## src/rtl/mont_mul_issue.sv

```systemverilog
// Operand issue stage for montgomery_reduce: 4-deep operand FIFO, 2-stage multiply, en strobe.
// Define MONT_PRECHECK_EN to flag operands outside [0, 2Q) through the sticky err output.
module mont_mul_issue #(
  parameter int Q     = 3329,
  parameter int A_W   = 13,
  parameter int DEPTH = 4
) (
  input  logic             clk,
  input  logic             rst_n,
  input  logic             in_valid,
  output logic             in_ready,
  input  logic [A_W-1:0]   a,
  input  logic [A_W-1:0]   b,
  input  logic             hold,
  output logic [2*A_W-1:0] X,
  output logic             en,
  output logic [9:0]       issue_cnt,
  output logic             busy,
  output logic             err
);
  localparam int PW = $clog2(DEPTH);
  localparam int CW = PW + 1;

  logic [2*A_W-1:0] mem [DEPTH];
  logic [PW-1:0]    wr_ptr_reg, rd_ptr_reg;
  logic [CW-1:0]    count_reg;
  logic [A_W-1:0]   s1_a_reg, s1_b_reg;
  logic             s1_v_reg;
  logic [2*A_W-1:0] x_reg;
  logic             en_reg;
  logic [9:0]       issue_cnt_reg;
  logic [2*A_W-1:0] prod;
  logic             full, empty, push, pop;

  assign full     = (count_reg == CW'(DEPTH));
  assign empty    = (count_reg == '0);
  assign in_ready = rst_n && !full;
  assign push     = in_valid && in_ready;
  assign pop      = !empty && !hold;
  assign prod     = (2*A_W)'(s1_a_reg) * (2*A_W)'(s1_b_reg);

  // Storage and head read carry no reset so the array maps onto RAM with a registered read.
  always_ff @(posedge clk) begin
    if (push)
      mem[wr_ptr_reg] <= {a, b};
    if (pop)
      {s1_a_reg, s1_b_reg} <= mem[rd_ptr_reg];
  end

  always_ff @(posedge clk) begin
    if (!rst_n) begin
      wr_ptr_reg    <= '0;
      rd_ptr_reg    <= '0;
      count_reg     <= '0;
      s1_v_reg      <= 1'b0;
      x_reg         <= '0;
      en_reg        <= 1'b0;
      issue_cnt_reg <= '0;
    end else begin
      if (push)
        wr_ptr_reg <= wr_ptr_reg + 1'b1;
      if (pop)
        rd_ptr_reg <= rd_ptr_reg + 1'b1;
      case ({push, pop})
        2'b10:   count_reg <= count_reg + 1'b1;
        2'b01:   count_reg <= count_reg - 1'b1;
        default: count_reg <= count_reg;
      endcase
      s1_v_reg      <= pop;
      x_reg         <= s1_v_reg ? prod : '0;
      en_reg        <= s1_v_reg;
      // Counts the pulse being launched at this edge; wraps naturally at 1024.
      issue_cnt_reg <= issue_cnt_reg + 10'(s1_v_reg);
    end
  end

`ifdef MONT_PRECHECK_EN
  localparam logic [A_W-1:0] LIM = A_W'(2*Q);
  logic err_reg;

  always_ff @(posedge clk) begin
    if (!rst_n)
      err_reg <= 1'b0;
    else if (push && (a >= LIM || b >= LIM))
      err_reg <= 1'b1;
  end

  assign err = err_reg;
`else
  assign err = 1'b0;
`endif

  assign X         = x_reg;
  assign en        = en_reg;
  assign issue_cnt = issue_cnt_reg;
  assign busy      = !empty || s1_v_reg || en_reg;
endmodule

```

## config.mk

```make
export PLATFORM = sky130hd
export DESIGN_NAME = mont_mul_issue
export DESIGN_NICKNAME = d
export VERILOG_FILES = /design/src/rtl/mont_mul_issue.sv
export SDC_FILE = /design/constraint.sdc
export NUM_CORES = 1
export LEC_CHECK = 0
export BUFFER_PORTS_ARGS = -buffer_cell sky130_fd_sc_hd__buf_2
export CORE_UTILIZATION = 25
export CTS_CLUSTER_DIAMETER = 100
export DETAILED_ROUTE_END_ITERATION = 8
export PLACE_DENSITY = 0.48
export SETUP_SLACK_MARGIN = 0.1
export SLEW_MARGIN = 20
export SYNTH_ARGS = -nofsm -noshare
export SYNTH_HDL_FRONTEND = slang
export SYNTH_SLANG_ARGS = --single-unit
```

## constraint.sdc

```tcl
create_clock -name clk -period 4.65 [get_ports clk]
set_input_delay 0.93 -clock clk [delete_from_list [all_inputs] [get_ports clk]]
set_output_delay 0.93 -clock clk [all_outputs]
set_load 0.02 [all_outputs]
```

==> results.cfg <==
[synthesis]
synth_most_common_cell = inv_1
synth_commonest_cells = inv_1 (173), edfxtp_1 (130), fa_1 (122), nand2_1 (109), and2_1 (87)
synthFlopType = edfxtp_1
avgSynthCellArea_um2 = 11.8
synth_cell_types = 52
ys_seq_area_share_pct = 40.8
syn-cell-area_mm2 = 0.0118
yosys.area.top_type = edfxtp_1
yosysTopAreaCellShare_pct = 33.2
synth_edf_count = 130
ys_ff_latch = 175
netlist_top_cells_area = edfxtp_1 (33%), fa_1 (21%), ha_1 (8.3%), dfxtp_1 (7.7%), inv_1 (5.5%)
synth_warnings = 0
syn-num-nets = 1229
synthArstFlopShare_pct = 0
synth_cells = 999

[setup_path]
timing.rr.start = s1_b_reg[11]
setup.worst_path.start = s1_b_reg[11]
critPathArrivalTime_ps = 5310
crit_fanout = 7
cp-start-kind = flip-flop
crit_type = reg -> reg
cp.required_ps = 5020
cp-end-kind = flip-flop

[drt]
vias = 7513
avgViaCountPerCell = 4.11
dr.pass1.iters = 5
wl_per_cell_um = 14.3
drc = 0
drt-total-wl_mm = 26.1
drtIter0Drc = 339
ant_nets = 0

[placed_design]
place.gp.congestion = 0.812
dp_cells = 1757
place_area_mm2 = 0.0138
hpwl_mm = 19.8
port_buffers = 68

[grt]
grt_max_degree = 30
grt_pass1_vias = 8109
grt.total_usage_pct = 11.7
overflow = 0
grt_first_pass_wirelength_mm = 43.5
antenna_found_initial = 2

[floorplanning]
core_region_area_mm2 = 0.0465
rows = 79
fp.dieW_um = 219
io_pins = 70
die_h_um = 219
die-area_mm2 = 0.0480
start_util_pct = 25.3

[sta]
min_period_ps = 4940
hold_viol = 0
max-slew-margin-rel_pct = 48.5
layout_setup_ws_ps = -293
setup_viol = 15
drv_slew = 0
holdWs_ps = 511
finalClockSkew_ps = 19.5
fmax_mhz = 202
min_period_over_period_pct = 106
worstMarginPinSlew_ps = 772
grt_setup_unrepaired = true

[cells_and_area]
largest_reg_flops = 104
drive_gt1_share_pct = 32.0
utilization_pct = 32.4
area_delta_synth_final_pct = 27.9
regMostFlops = mem
design_area_mm2 = 0.0151
n_antenna_cell = 0
stdcell_count = 1830
nNetsFinal = 1440

[clock_network]
cts_root_buf = clkbuf_16
clk_latency_ps = 470
cts_max_path_buffers = 2
cts.clk_slew.worst_paths_ps = 90
tritoncts = yes
cts_inserted_buffers = 17
clock_sinks = 175
htreeDepth = 4

[status]
status = finished, violations left
violations = negative setup slack

[worst_hold_path]
hp-start = issue_cnt[9]
hp-class = reg -> reg

[job]
cap_violations = 0
==> final timing paths <==
path | endpoint | slack (ps) | cells past startpoint
max | X[24] | -290 | 16
max reg2reg | X[24] | -290 | 16
min | issue_cnt[9] | 510 | 2
min reg2reg | issue_cnt[9] | 510 | 2
==> critical path, cell delays in order, from the launching register on <==
cell and delay [ps]:
edfxtp_1 530, buf_6 180, and2_1 160, fa_1 500
inv_1 50, fa_1 450, fa_1 510, fa_1 430
fa_1 480, inv_1 60, ha_4 230, a21oi_2 140
o21ai_1 100, o31a_1 250, o21a_1 180, or4_1 450
and3_1 170
==> metal layers <==
metal | wire length, um | vias to the layer above | GRT usage (%)
li1 | - | 3683 | -
met1 | 12600 | 3677 | 15.9
met2 | 12000 | 119 | 18.6
met3 | 984 | 30 | 2.52
met4 | 425 | 4 | 3.56
met5 | 27 | - | 0
==> logic make-up (layout without fill, tap and decap cells) <==
family | after synthesis | in the layout | synth area share, %
muxes | 27 | 27 | 5.06
adders and majority gates | 200 | 200 | 29.0
AOI/OAI and AO/OA | 70 | 70 | 4.18
buffers and inverters | 211 | 435 | 6.85
and+or+nand+nor | 292 | 292 | 12.3
other | 1 | 1 | 0.0319
xor gates and xnor gates | 23 | 23 | 1.71
DFF | 175 | 175 | 40.8
==> timing repair <==
item | in CTS | in global routing
pin swaps | 38 | 49
gates resized for setup | 41 | 74
hold buffers | 0 | 0
buffers inserted | 19 | 23
endpoints found under the setup margin | 17 | 18
==> final cells by class <==
type / count / area (um2)
clock inverter: 15 / 170
tap: 607 / 759
sequential: 175 / 4810
timing repair buffer: 229 / 1660
fill: 4688 / 31400
clock buffer: 17 / 425
inverter: 174 / 653
multi-input combinational: 613 / 6590
==> stage by stage <==
step	setup slack [ps]	TNS (ps)
2_1_floorplan	-258	-464
3_3_place_gp	-444	-4680
5_1_grt	-494	-5880
6_report	-293	-2550
3_5_place_dp	-463	-4940
4_1_cts	-318	-3180
==> cell usage in the layout (no fill, tap or decap), types with 7 or more instances in the layout <==
master,n
ha_4,13
buf_2,69
edfxtp_1,130
a21oi_1,8
ha_1,64
mux4_2,26
nor3_1,8
nand2_1,107
a21o_1,8
inv_2,19
and2_1,74
buf_4,133
xnor2_1,11
clkbuf_16,17
and2_4,13
a21oi_2,7
o21a_1,7
and3_1,12
fa_1,115
fa_2,7
nor3_2,7
buf_6,26
xor2_1,12
o21ai_0,7
inv_1,154
nor2_1,33
dfxtp_1,43
Power is not shown: default switching activity piles up to over one toggle a cycle in this logic, so the estimate is an artifact.
